==> src/rtl/encode_pri_seq.sv <==
// Registered priority encoder with pending-request capture.
// Fixed-priority or round-robin grant, valid/ready output stage.
module encode_pri_seq #(
    parameter int N    = 8,
    parameter int W    = $clog2(N),
    parameter int MODE = 0
) (
    input  logic         clk,
    input  logic         rst_n,
    input  logic [N-1:0] I,
    input  logic         ready,
    output logic [W-1:0] Y,
    output logic         V,
    output logic         ovf
);

    localparam logic [N-1:0] ONE = N'(1);

    logic [N-1:0] p;
    logic [N-1:0] r;
    logic [N-1:0] mask;
    logic [N-1:0] rh;
    logic [N-1:0] src;
    logic [N-1:0] gnt;
    logic [N-1:0] p_next;
    logic [W-1:0] sel;
    logic [W-1:0] last_grant;
    logic         load;
    logic         hit;
    logic         ovf_next;

    assign r    = p | I;
    assign hit  = |r;
    assign load = ~V | ready;

    // Pick the winning index: lowest set bit, or in round-robin mode the
    // lowest set bit above the last grant, wrapping to the lowest overall.
    always_comb begin
        mask = '0;
        for (int k = 0; k < N; k++) begin
            mask[k] = (k > int'(last_grant));
        end
        rh  = r & mask;
        src = ((MODE != 0) && (|rh)) ? rh : r;
        sel = '0;
        for (int k = N - 1; k >= 0; k--) begin
            if (src[k]) begin
                sel = W'(k);
            end
        end
    end

    // Clear the granted bit unless it was pending and re-requested now;
    // a fresh request consumed by its own grant does not linger.
    always_comb begin
        gnt      = (load && hit) ? (ONE << sel) : '0;
        p_next   = (p & ~gnt) | (I & ~(gnt & ~p));
        ovf_next = |(I & p & ~gnt);
    end

    // Pending vector, output register, overflow pulse and round-robin pointer.
    always_ff @(posedge clk or negedge rst_n) begin
        if (!rst_n) begin
            p          <= '0;
            Y          <= '0;
            V          <= 1'b0;
            ovf        <= 1'b0;
            last_grant <= W'(N - 1);
        end else begin
            p   <= p_next;
            ovf <= ovf_next;
            if (load) begin
                if (hit) begin
                    Y          <= sel;
                    V          <= 1'b1;
                    last_grant <= sel;
                end else begin
                    V <= 1'b0;
                end
            end
        end
    end

endmodule

==> config.mk <==
export PLATFORM = sky130hd
export DESIGN_NAME = encode_pri_seq
export DESIGN_NICKNAME = d
export VERILOG_FILES = /design/src/rtl/encode_pri_seq.sv
export SDC_FILE = /design/constraint.sdc
export NUM_CORES = 1
export LEC_CHECK = 0
export CORE_UTILIZATION = 40
export CTS_CLUSTER_SIZE = 8
export DETAILED_ROUTE_END_ITERATION = 16
export DONT_BUFFER_PORTS = 1
export GPL_TIMING_DRIVEN = 0
export PLACE_DENSITY_LB_ADDON = 0.3
export SLEW_MARGIN = 20
export SYNTH_ARGS = -nofsm -noshare
export SYNTH_HDL_FRONTEND = slang
export SYNTH_SLANG_ARGS = --single-unit
export TNS_END_PERCENT = 100
==> constraint.sdc <==
create_clock -name clk -period 1.8 [get_ports clk]
set_clock_uncertainty 0.1 [all_clocks]
set_input_delay 0.54 -clock clk [delete_from_list [all_inputs] [get_ports clk]]
set_output_delay 0.54 -clock clk [all_outputs]
set_load 0.05 [all_outputs]
## Yosys cells after proc, flatten, opt, wreduce, memory -nomap -nowiden

Cells that the tools add are included.

| word-level totals | value |
|---|---|
| flip-flop bits (word level) | 13 |
| bits in latches | 0 |
| RAM bits | 0 |
| memory bits (read-only) | 0 |
| output and inout port bits | 5 |
| word-level logic and storage cells | 31 |
| memories kept | 0 |

| cells by class | value |
|---|---|
| $add $sub $neg | 0 |
| $mul | 0 |
| div/mod/pow operators | 0 |
| order comparisons | 0 |
| equal/unequal tests | 0 |
| shift operators | 1 |
| muxes and demuxes | 10 |
| bitwise logic cells | 12 |
| reductions and logical operators | 4 |

Operators with widths:

| kind | number |
|---|---|
| AND 8 bit | 5 |
| 2-to-1 mux 3 bit | 8 |
| NOT 8 bit | 3 |
| OR 8 bit | 2 |
| OR reduction 8 bit | 2 |
| 2-to-1 mux 8 bit | 1 |
| left shift 1 x 3 -> 8 bit, first input constant | 1 |
| AND reduction 2 bit | 1 |
| logical AND 1 bit | 1 |
| 2-to-1 mux 1 bit | 1 |
| NOT 1 bit | 1 |
| OR 1 bit | 1 |

## Depth between registers and ports, before layout

| depth | value |
|---|---|
| depth after elaboration | 15 |
| gate-level depth with buffers | 5 |

## Least setup slack after synthesis

No wires, ideal clock.

| path | value |
|---|---|
| kind | input -> register |
| from | input port I[0] |
| to | register p[7] |
| library setup time | 0.126 ns |
| arrival time | 1.825 ns |
| data required time | 1.574 ns |
| slack | -0.251 ns |
| cell stages on the path | 4 |
| buffers on the path | 0 |
| cells stage by stage | nor4_4 -> nand3_2 -> or4_1 -> maj3_2 |

| on the way | value |
|---|---|
| cells in the longest elaborated chain, start to end | 8 |
| elaborated cells on any way between the ends | 12 |
| classes of those cells | shift: 1; mux: 2; bitwise: 7; reduce/logical: 2 |

Ends and longest elaborated chain:

| what | line | source |
|---|---|---|
| start: declaration | 10 | `input logic [N-1:0] I,` |
| OR 8 bit (*) | 32 | `assign r = p \| I;` |
| OR reduction 8 bit or 2-to-1 mux 3 bit (tied branches) | 33, 47 |  |
| logical AND 1 bit or left shift 1 x 3 -> 8 bit (tied branches) | 56 | `gnt = (load && hit) ? (ONE << sel) : '0;` |
| 2-to-1 mux 8 bit (*) | 56 |  |
| AND 8 bit | 57 | `p_next = (p & ~gnt) \| (I & ~(gnt & ~p));` |
| NOT 8 bit | 57 |  |
| AND 8 bit | 57 |  |
| OR 8 bit (*) | 57 |  |
| via p_next[7] | 25 | `logic [N-1:0] p_next;` |
| end signal: assignment | 70 | `p <= p_next;` |
| end: declaration | 19 | `logic [N-1:0] p;` |

Mark *: on every way through the listed nets, which the timed path passes. The rest lies on a longest branch.
A chain may end at the register's enable or synchronous reset.

## Worst setup path after layout

| path | value |
|---|---|
| from | register p[2] |
| to | register p[7] |

| on the way | value |
|---|---|
| cells in the longest elaborated chain, start to end | 10 |
| elaborated cells on any way between the ends | 14 |
| classes of those cells | shift: 1; mux: 4; bitwise: 7; reduce/logical: 2 |

Ends and longest elaborated chain:

| what | line | source |
|---|---|---|
| OR 8 bit (*) | 32 |  |
| 2-to-1 mux 3 bit (3 in series) | 47 | `if (src[k]) begin` |
| left shift 1 x 3 -> 8 bit | 56 |  |
| 2-to-1 mux 8 bit (*) | 56 |  |
| AND 8 bit | 57 |  |
| NOT 8 bit | 57 |  |
| AND 8 bit | 57 |  |
| OR 8 bit (*) | 57 |  |
| via p_next[7] | 25 |  |

Marks and branches as above.

==> impl_metrics.tcl <==
set metrics [dict create \
    p_leak_nw 0.296 \
    num_io_pins 16 \
    async_reset_ff_frac 1.00 \
    synth_top_cell_area_share 0.438 \
    ys.flop_type "dfrtp_1" \
    place_congestion 0.819 \
    synthTopCellsByArea "dfrtp_1 (44%), maj3_1 (8.1%), nor4_4 (5.7%)" \
    cp.arrival_ps 1950 \
    wirelength_mm 1.73 \
    ant_nets 0 \
    fp-row-count 15 \
    cap_viol_max_count 0 \
    post-route-min-period_ps 1880 \
    vias_per_cell 5.81 \
    die_x_um 45.1 \
    slew_headroom 0.602 \
    htree_levels 1 \
    ys_seq_area_frac 0.438 \
    track_usage 0.192 \
    nFillCells 163 \
    synth-simple-area-share 0.295 \
    ctsRootBufferMaster "clkbuf_4" \
    met3_usage 0.0920 \
    yosysWarnings 0 \
    power.internal_w 0.000416 \
    seqPwrFrac 0.586 \
    worstSetupStartpointType "flip-flop" \
    synth_top_family_by_area "simple AND/OR/NAND/NOR gates" \
    synth-edff-count 0 \
    worst_pin_slew_ps 594 \
    grt_pass1_wl_mm 2.79 \
    yosys.area.top_type "dfrtp_1" \
    cts_num_sinks 13 \
    synthAdderAreaFrac 0.0961 \
    rrSetupSlack_ps -80 \
    grt_max_degree 14 \
    syn_area_um2 742 \
    start_util 0.430 \
    switchingPower_w 0.000154 \
    path_clk_slew_ps 80 \
    routed-via-count 651 \
    required_ps 1870 \
    port_buffers 0 \
    rsz0062_at_grt "yes" \
    peakVddDrop_mv 0.556 \
    die_area_um2 2030 \
    power_frac_clock 0.320 \
    overflow 0 \
    setup_violations 2 \
    drive_gt1_frac 0.368 \
    core_area_um2 1730 \
    dr.pass1.iters 4 \
    ys_seq_elements 13 \
    gr-usage-met1 0.248 \
    numCtsBuffers 3 \
    timing.final.crit_share 1.04 \
    synth_xor_area_frac 0 \
    crit_path_end_kind "flip-flop" \
    n_antenna_cell 0 \
    hold_viol_final 0 \
    ys_types 28 \
    synthCells 75 \
    swShare 0.270 \
    met2_usage 0.275 \
    fmax_ghz 0.533 \
    fin_setup_tns_ps -96.2 \
    synth_common_cells "dfrtp_1 (13), nand2_1 (10), nor2_1 (9), maj3_1 (6), a21oi_1 (4)" \
    cts_tree "done" \
    post-route-util 0.543 \
    grt_pass1_vias 649 \
    grt.busiest_layer "met2" \
    drt_iter0_drc 10 \
    place_hpwl_mm 1.20 \
    holdCritPathClass "input port to flip-flop" \
    synth_area_per_cell_um2 9.89 \
    area_growth_pct 26.3 \
    yosysMostFrequentCell "dfrtp_1" \
    final-max-slew-violation-count 0 \
    pwr-share-comb 0.094 \
    dp_slack_ps -310 \
    p_per_area_nw_per_um2 608 \
    clk-insertion-delay-late_ps 280 \
    clockBufferDepth 2 \
    syn-num-nets 86 \
    status "finished with violations" \
    fin_nets 99 \
    grt_antenna_before_repair 0 \
    synth.area.mux_share 0 \
    crit_fanout 4 \
    hold_ws_ps 257 \
    die_y_um 45.1 \
    drc 0 \
    avgRoutedWirePerCell_um 15.5 \
    critPathKind "flip-flop to flip-flop" \
    synth_compound_area_frac 0.170 \
    layout_setup_ws_ps -77.0 \
    failed_checks "negative setup slack" \
]
-- layout make-up --
type | count | area [um^2] | share of cell area
clock buffer | 4 | 26.3 | 0.0280
multi-input combinational | 62 | 482 | 0.514
sequential | 13 | 332 | 0.354
tap | 25 | 31.3 | 0.0334
timing repair buffer | 8 | 66.3 | 0.0708
-- power groups by stage --
stage / combinational [W] / clock (W) / sequential (W)
2_1_floorplan: 0.0000289 / 0 / 0.000338
3_3_place_gp: 0.0000337 / 0 / 0.000340
3_5_place_dp: 0.0000340 / 0 / 0.000341
4_1_cts: 0.0000450 / 0.000192 / 0.000335
5_1_grt: 0.0000594 / 0.000211 / 0.000336
6_report: 0.0000534 / 0.000182 / 0.000334
-- critical path: stages, from the launching register on --
cell and delay [ps]:
dfrtp_2 450, nor4_4 260, nand3_2 140, or4_1 500
maj3_2 310
-- flip-flops by register name, summed over array words and instances, names as in the netlist --
signal / cells
p: 8
ovf: 1
Y: 3
V: 1
-- through the flow --
| step | power [W] | cell area, um^2 | cells |
|---|---|---|---|
| floorplan | 0.000367 | 743 | 75 |
| global placement | 0.000374 | 774 | 100 |
| detailed placement | 0.000375 | 774 | 100 |
| CTS | 0.000572 | 872 | 107 |
| global route | 0.000607 | 937 | 112 |
| finish | 0.000570 | 937 | 112 |
-- layout by cell type (no fill, tap or decap), drive strengths merged, types with 2 or more instances in the layout --
master  count
a211oi      2
a21oi       4
a32o        2
buf         7
clkbuf      4
dfrtp      13
maj3        7
nand2      10
nand3       4
nor2        9
nor3        2
nor4        5
o21ai       3
or4         2
-- logic make-up (layout without fill, tap and decap cells) --
family / count (synthesis) / after routing
flops: 13 / 13
compound gates: 18 / 18
buf+inv: 0 / 12
simple gates: 37 / 37
fa+ha+maj: 7 / 7
-- worst paths after layout --
check	from	to	cells after the start
setup / recovery	p[2]$_DFF_PN0_	p[7]$_DFF_PN0_	4
hold / removal	I[0]	Y[0]$_DFFE_PN0P_	1
setup reg to reg	p[2]$_DFF_PN0_	p[7]$_DFF_PN0_	4
hold reg to reg	p[0]$_DFF_PN0_	Y[0]$_DFFE_PN0P_	1
max in group asynchronous	rst_n	p[1]$_DFF_PN0_	1
min in group asynchronous	rst_n	p[7]$_DFF_PN0_	1
-- per-layer routing --
metal	share of wire	vias up
met5	0	-
met4	0.0069	0
met3	0.062	2
met2	0.47	17
met1	0.46	316
li1	-	316
-- timing repair --
action                                  4_1_cts  5_1_grt
resized for setup                            10        9
buffers inserted                              2        5
hold buffers                                  1        0
endpoints found under the setup margin        6        6
pin swaps                                     3        2
endpoints found under the hold margin        13        0
Power figures use the tool's default switching activity.
